===== src/rtl/glb_tile_cfg_router.sv =====
// glb_tile_cfg_router: configuration-bus router for one global-buffer tile.
// Requests addressed to this tile are driven onto the local register bus
// (pio_*). All other requests are registered and forwarded east. Read
// responses from the local bus and from the east share one response FIFO.
// The FIFO drains one entry per cycle toward the west.
// Optional build macro: GLB_CFG_RD_TIMEOUT_EN. When it is defined, a tracked
// local read that gets neither ack nor nack returns all-ones data. When it is
// not defined, such a read produces no response.
module glb_tile_cfg_router #(
    parameter int REG_ADDR_WIDTH = 6,
    parameter int DATA_WIDTH     = 32,
    parameter int TILE_ID_WIDTH  = 5,
    parameter int RD_LATENCY     = 2,
    parameter int RSP_DEPTH      = 4
) (
    input  logic                                    clk,
    input  logic                                    reset,
    input  logic [TILE_ID_WIDTH-1:0]                glb_tile_id,
    input  logic                                    w_wr_en,
    input  logic [TILE_ID_WIDTH+REG_ADDR_WIDTH+1:0] w_wr_addr,
    input  logic [DATA_WIDTH-1:0]                   w_wr_data,
    input  logic                                    w_rd_en,
    input  logic [TILE_ID_WIDTH+REG_ADDR_WIDTH+1:0] w_rd_addr,
    output logic [DATA_WIDTH-1:0]                   w_rd_data,
    output logic                                    w_rd_data_valid,
    output logic                                    e_wr_en,
    output logic [TILE_ID_WIDTH+REG_ADDR_WIDTH+1:0] e_wr_addr,
    output logic [DATA_WIDTH-1:0]                   e_wr_data,
    output logic                                    e_rd_en,
    output logic [TILE_ID_WIDTH+REG_ADDR_WIDTH+1:0] e_rd_addr,
    input  logic [DATA_WIDTH-1:0]                   e_rd_data,
    input  logic                                    e_rd_data_valid,
    output logic                                    pio_write,
    output logic                                    pio_read,
    output logic [REG_ADDR_WIDTH-1:0]               pio_addr,
    output logic [DATA_WIDTH-1:0]                   pio_wr_data,
    input  logic [DATA_WIDTH-1:0]                   pio_rd_data,
    input  logic                                    pio_ack,
    input  logic                                    pio_nack,
    output logic                                    rsp_overflow
);

    localparam int PTR_W = $clog2(RSP_DEPTH);
    localparam int CNT_W = PTR_W + 1;
    localparam int TILE_LSB = REG_ADDR_WIDTH + 2;

    logic wr_local, wr_fwd, rd_local, rd_fwd;

    assign wr_local = w_wr_en && (w_wr_addr[TILE_LSB +: TILE_ID_WIDTH] == glb_tile_id);
    assign rd_local = w_rd_en && (w_rd_addr[TILE_LSB +: TILE_ID_WIDTH] == glb_tile_id);
    assign wr_fwd   = w_wr_en && !wr_local;
    assign rd_fwd   = w_rd_en && !rd_local;

    // Local register bus request. The write address wins when a read and a write arrive together.
    always_comb begin
        pio_write   = wr_local;
        pio_read    = rd_local;
        pio_addr    = '0;
        pio_wr_data = '0;
        if (wr_local) begin
            pio_addr    = w_wr_addr[2 +: REG_ADDR_WIDTH];
            pio_wr_data = w_wr_data;
        end else if (rd_local) begin
            pio_addr = w_rd_addr[2 +: REG_ADDR_WIDTH];
        end
    end

    // Forward non-local requests east one cycle later. Idle fields are zeroed.
    always_ff @(posedge clk or posedge reset) begin
        if (reset) begin
            e_wr_en   <= 1'b0;
            e_wr_addr <= '0;
            e_wr_data <= '0;
            e_rd_en   <= 1'b0;
            e_rd_addr <= '0;
        end else begin
            e_wr_en   <= wr_fwd;
            e_wr_addr <= wr_fwd ? w_wr_addr : '0;
            e_wr_data <= wr_fwd ? w_wr_data : '0;
            e_rd_en   <= rd_fwd;
            e_rd_addr <= rd_fwd ? w_rd_addr : '0;
        end
    end

    logic [RD_LATENCY-1:0] rd_pipe;

    // Track in-flight local reads. The last stage marks the cycle in which the response is sampled.
    always_ff @(posedge clk or posedge reset) begin
        if (reset) begin
            rd_pipe <= '0;
        end else begin
            rd_pipe[0] <= rd_local;
            for (int i = 1; i < RD_LATENCY; i++) begin
                rd_pipe[i] <= rd_pipe[i-1];
            end
        end
    end

    logic                  rd_due;
    logic                  loc_push;
    logic [DATA_WIDTH-1:0] loc_data;

    assign rd_due = rd_pipe[RD_LATENCY-1];

`ifdef GLB_CFG_RD_TIMEOUT_EN
    assign loc_push = rd_due;
    assign loc_data = (pio_ack || pio_nack) ? pio_rd_data : '1;
`else
    assign loc_push = rd_due && (pio_ack || pio_nack);
    assign loc_data = pio_rd_data;
`endif

    logic [DATA_WIDTH-1:0] rsp_mem [RSP_DEPTH];
    logic [PTR_W-1:0]      wr_ptr, rd_ptr;
    logic [CNT_W-1:0]      count;
    logic                  pop;
    logic [CNT_W-1:0]      free_slots;
    logic [CNT_W-1:0]      free_after_loc;
    logic                  acc_loc, acc_e, drop;
    logic [CNT_W-1:0]      n_push;
    logic [PTR_W-1:0]      e_slot;

    // Push arbitration. The local response claims space first, and a same-cycle pop frees one slot.
    always_comb begin
        pop            = (count != '0);
        free_slots     = CNT_W'(RSP_DEPTH) - count + CNT_W'(pop);
        acc_loc        = loc_push && (free_slots != '0);
        free_after_loc = free_slots - CNT_W'(acc_loc);
        acc_e          = e_rd_data_valid && (free_after_loc != '0);
        drop           = (loc_push && !acc_loc) || (e_rd_data_valid && !acc_e);
        n_push         = CNT_W'(acc_loc) + CNT_W'(acc_e);
        e_slot         = acc_loc ? wr_ptr + PTR_W'(1) : wr_ptr;
    end

    // FIFO storage. It needs no reset because occupancy is tracked by count.
    always_ff @(posedge clk) begin
        if (acc_loc) rsp_mem[wr_ptr] <= loc_data;
        if (acc_e)   rsp_mem[e_slot] <= e_rd_data;
    end

    // FIFO pointers, occupancy, west response register and sticky overflow flag.
    always_ff @(posedge clk or posedge reset) begin
        if (reset) begin
            wr_ptr          <= '0;
            rd_ptr          <= '0;
            count           <= '0;
            w_rd_data       <= '0;
            w_rd_data_valid <= 1'b0;
            rsp_overflow    <= 1'b0;
        end else begin
            wr_ptr <= wr_ptr + n_push[PTR_W-1:0];
            rd_ptr <= rd_ptr + PTR_W'(pop);
            count  <= count + n_push - CNT_W'(pop);
            if (pop) begin
                w_rd_data       <= rsp_mem[rd_ptr];
                w_rd_data_valid <= 1'b1;
            end else begin
                w_rd_data       <= '0;
                w_rd_data_valid <= 1'b0;
            end
            if (drop) rsp_overflow <= 1'b1;
        end
    end

endmodule


===== config.mk =====
export PLATFORM = sky130hd
export DESIGN_NAME = glb_tile_cfg_router
export DESIGN_NICKNAME = d
export VERILOG_FILES = /design/src/rtl/glb_tile_cfg_router.sv
export SDC_FILE = /design/constraint.sdc
export NUM_CORES = 1
export LEC_CHECK = 0
export ABC_CLOCK_PERIOD_IN_PS = 4450
export BUFFER_PORTS_ARGS = -buffer_cell sky130_fd_sc_hd__buf_4
export CAP_MARGIN = 10
export CORE_MARGIN = 2
export CORE_UTILIZATION = 50
export CTS_BUF_LIST = sky130_fd_sc_hd__clkbuf_4
export CTS_CLUSTER_SIZE = 40
export DETAILED_ROUTE_END_ITERATION = 10
export PLACE_DENSITY = 0.86
export SYNTH_ARGS = -nofsm -noshare
export SYNTH_HDL_FRONTEND = slang
export SYNTH_SLANG_ARGS = --single-unit

===== constraint.sdc =====
create_clock -name clk -period 4.45 [get_ports clk]
set_clock_uncertainty 0.1 [all_clocks]
set_input_delay 0.2225 -clock clk [delete_from_list [all_inputs] [get_ports clk]]
set_output_delay 0.2225 -clock clk [all_outputs]
set_load 0.02 [all_outputs]

==> impl_metrics.yaml <==
status:
  status: "finished, final reports clean"
place:
  placed_cells: 1168
  dp.final_hpwl_um: 17600
  buffer_ports.inserted: 267
  place_area_mm2: 0.01270
  finalWeightedCongestion: 0.9339
  detailedPlace.worstSlack_ns: 0.2161
setup_path:
  timing_worst_setup_path_type: "flip-flop to flip-flop"
  regToRegStartpoint: "count[0]$_DFF_PP0_"
  reg2reg_slack_ns: 0.30
  arrival_ns: 4.46
  worst_setup_path_start_kind: "flip-flop"
  critPathLaunch: "count[0]$_DFF_PP0_"
  critical_path.endpoint: "rsp_mem[1][10]$_DFFE_PP_"
  worstPathMaxFanout: 20
  crit_path_end_kind: "flip-flop"
  rr_endpoint: "rsp_mem[1][10]$_DFFE_PP_"
  worstRegToRegCells: 15
  worst_ep_required_time_ns: 4.76
clock_network:
  clkSlewWorstSetupHoldPaths_ns: 0.07
  clock_sinks: 231
  number_of_clock_buffers_inserted_by_tritoncts: 58
  ctsRootBufferMaster: "clkbuf_4"
  cts_tree: "built"
  htree_levels: 2
  max-clock-path-buffers: 3
  clkLatencyLatePin_ns: 0.67
finish:
  layout.cells.most_common_list: "buf_4 (277), dlygate4sd3_1 (159), edfxtp_1 (128)"
  utilization: 0.7447
  final_layout_size_suffix_gt1_frac: 0.4751
  finalNetCount: 1267
  area_growth_syn_to_layout_pct: 45.25
  stdcell_count: 1441
  mostFrequentLayoutCell: "buf_4"
  post-route-cell-area_mm2: 0.01512
timing:
  final_min_period_over_clock_period: 0.9328
  final.setup.tns_ns: 0
  finalHoldViolCount: 0
  hold-worst-slack_ns: 0.1947
  timing.slew.headroom: 0.2498
  fin_ws_ns: 0.2990
  maxSlewViolCount: 0
  rsz0062_at_grt: "no"
  finalCriticalPeriod_ns: 4.151
  fmaxAchievable_ghz: 0.2409
  report.final.setup_viol: 0
  worst-slew-pin-transition_ns: 1.125
logic_synthesis:
  synth_cell_type_count: 48
  synth-seq-cells: 231
  post_synth_xor_area_fraction: 0.01659
  synth_top_family_by_area: "multiplexers"
  yosys.area_share.simple: 0.09053
  synth_area_per_inst_um2: 15.96
  number_of_flops_mapped_to_enable_cells_by_yosys: 128
  synth.yosys.seq_area_share: 0.6170
  synth_compound_gate_area_share: 0.02513
  synth_top_area_frac: 0.3693
  synth_mux_area_frac: 0.2077
  synthFlopType: "edfxtp_1"
  postSynthCellCount: 652
  ys_async_sr_fraction: 0.4459
  synth_largest_area_cell: "edfxtp_1"
  synth_warnings: 0
  synthesized_nets: 800
  yosys.area_share.adder: 0.01755
  mappedNetlistArea_mm2: 0.01041
  post_synth_main_area_contributors: "edfxtp_1 (37%), dfrtp_1 (25%), mux2_2 (13%)"
routing:
  detailedRoute.firstPassIterationCount: 5
  dr.first_iter.drc_count: 312
  drt-total-wl_um: 30530
  postRouteAntennaNets: 0
  detailroute.via_count: 7611
  wire_per_inst_um: 21.18
  routed_via_density: 5.282
  drc: 0
floorplanning:
  boundaryPins: 268
  std_cell_rows: 52
  placeableCoreArea_mm2: 0.02030
  fp.dieArea_mm2: 0.02199
  die_height_um: 148.3
  chipWidth_um: 148.3
  effective_utilization_at_floorplan: 0.5127
global_route:
  pin_count_of_the_biggest_net_entering_global_routing: 74
  global_route.overflow_total: 0
  grt_pass1_vias: 8525
  globalRouteTotalUtil: 0.2810
  antenna_violations_before_repair: 8
  grt_first_pass_wirelength_um: 46910
pwr:
  irDropWorstVdd_v: 0.0003069
  total_power_mw: 8.272
  power.leakage_nw: 6.420
  power_density_mw_per_mm2: 547.2
hold_path:
  worst_hold_path_type: "primary input to flip-flop"
  min_from: "glb_tile_id[1]"
run:
  timing.max_cap.violations: 0
[critical path, cell delays in order (launching register included)]
cell and delay, ns:
dfrtp_1 0.43, nor3_4 0.19, ha_1 0.16, inv_1 0.04
ha_1 0.34, nand2b_1 0.20, nor2_1 0.17, nor2_2 0.07
ha_1 0.24, xor3_1 0.27, o21ai_4 0.09, buf_4 0.16
a21oi_4 0.14, buf_4 0.35, mux2_2 0.38, dlygate4sd3_1 0.56
[sequential cells by signal, summed over array words and instances, names as in the netlist]
register,flops
e_wr_addr,13
wr_ptr,2
e_wr_en,1
rd_pipe,2
rd_ptr,2
e_rd_addr,13
e_wr_data,32
rsp_overflow,1
w_rd_data,32
rsp_mem,128
e_rd_en,1
count,3
w_rd_data_valid,1
[layer usage]
layer | wire length, um | global-route usage
met5 | 0 | 0
met4 | 1453 | 0.1548
met3 | 2155 | 0.07638
met2 | 16260 | 0.5076
met1 | 10660 | 0.2970
[repair_timing]
action | CTS | global route
setup buffers | 0 | 1
hold buffers | 159 | 0
endpoints found under the setup margin | 0 | 21
resized for setup | 0 | 3
hold endpoints to repair | 262 | 0
[final cells by class]
type	count	area, um2
flip-flops and latches	231	6425
diodes	7	17.52
clock buffers	99	743.2
repair buffers	441	3759
multi-input cells	374	3756
inverters	13	51.30
clock inverters	6	27.53
well taps	270	337.8
fillers	1178	5182
[kinds of logic after synthesis]
| group | after synthesis |
|---|---|
| buf+inv | 47 |
| simple gates | 154 |
| flops | 231 |
| fa+ha+maj | 14 |
| compound gates | 28 |
| xor+xnor | 18 |
| mux | 160 |
[worst min-delay path by stage]
| stage | to | slack [ns] | cells after the start |
|---|---|---|---|
| 3_5_place_dp | rd_pipe[1]$_DFF_PP0_ | 0.25 | 0 |
| 2_1_floorplan | rd_pipe[1]$_DFF_PP0_ | 0.23 | 0 |
| 5_1_grt | rd_pipe[0]$_DFF_PP0_ | 0.17 | 5 |
| 6_report | rd_pipe[0]$_DFF_PP0_ | 0.19 | 5 |
| 3_3_place_gp | rd_pipe[1]$_DFF_PP0_ | 0.24 | 0 |
| 4_1_cts | rd_pipe[0]$_DFF_PP0_ | 0.12 | 5 |
[power breakdown]
part,internal [mW],total [mW],switching (mW)
combinational,1.59,3.09,1.50
sequential,2.99,3.34,0.344
clock,0.991,1.84,0.853
total,5.58,8.27,2.70
[Yosys cell counts, types with 2 or more instances]
cell type and n:
inv_1 12, nand2b_1 2, buf_2 5, dfrtp_1 103
ha_1 13, mux2_2 120, mux2_1 8, nand2_1 8
a21o_1 2, mux4_2 32, xnor2_1 4, nor2_1 7
o31ai_1 6, o32ai_1 2, buf_4 4, xor2_1 13
and2_1 90, clkbuf_1 16, a32oi_1 2, edfxtp_1 128
nand4_1 6, o21ai_4 3, nor2b_1 32, nor3_1 2
buf_6 9
No activity file was read; power rests on OpenSTA's default activity.
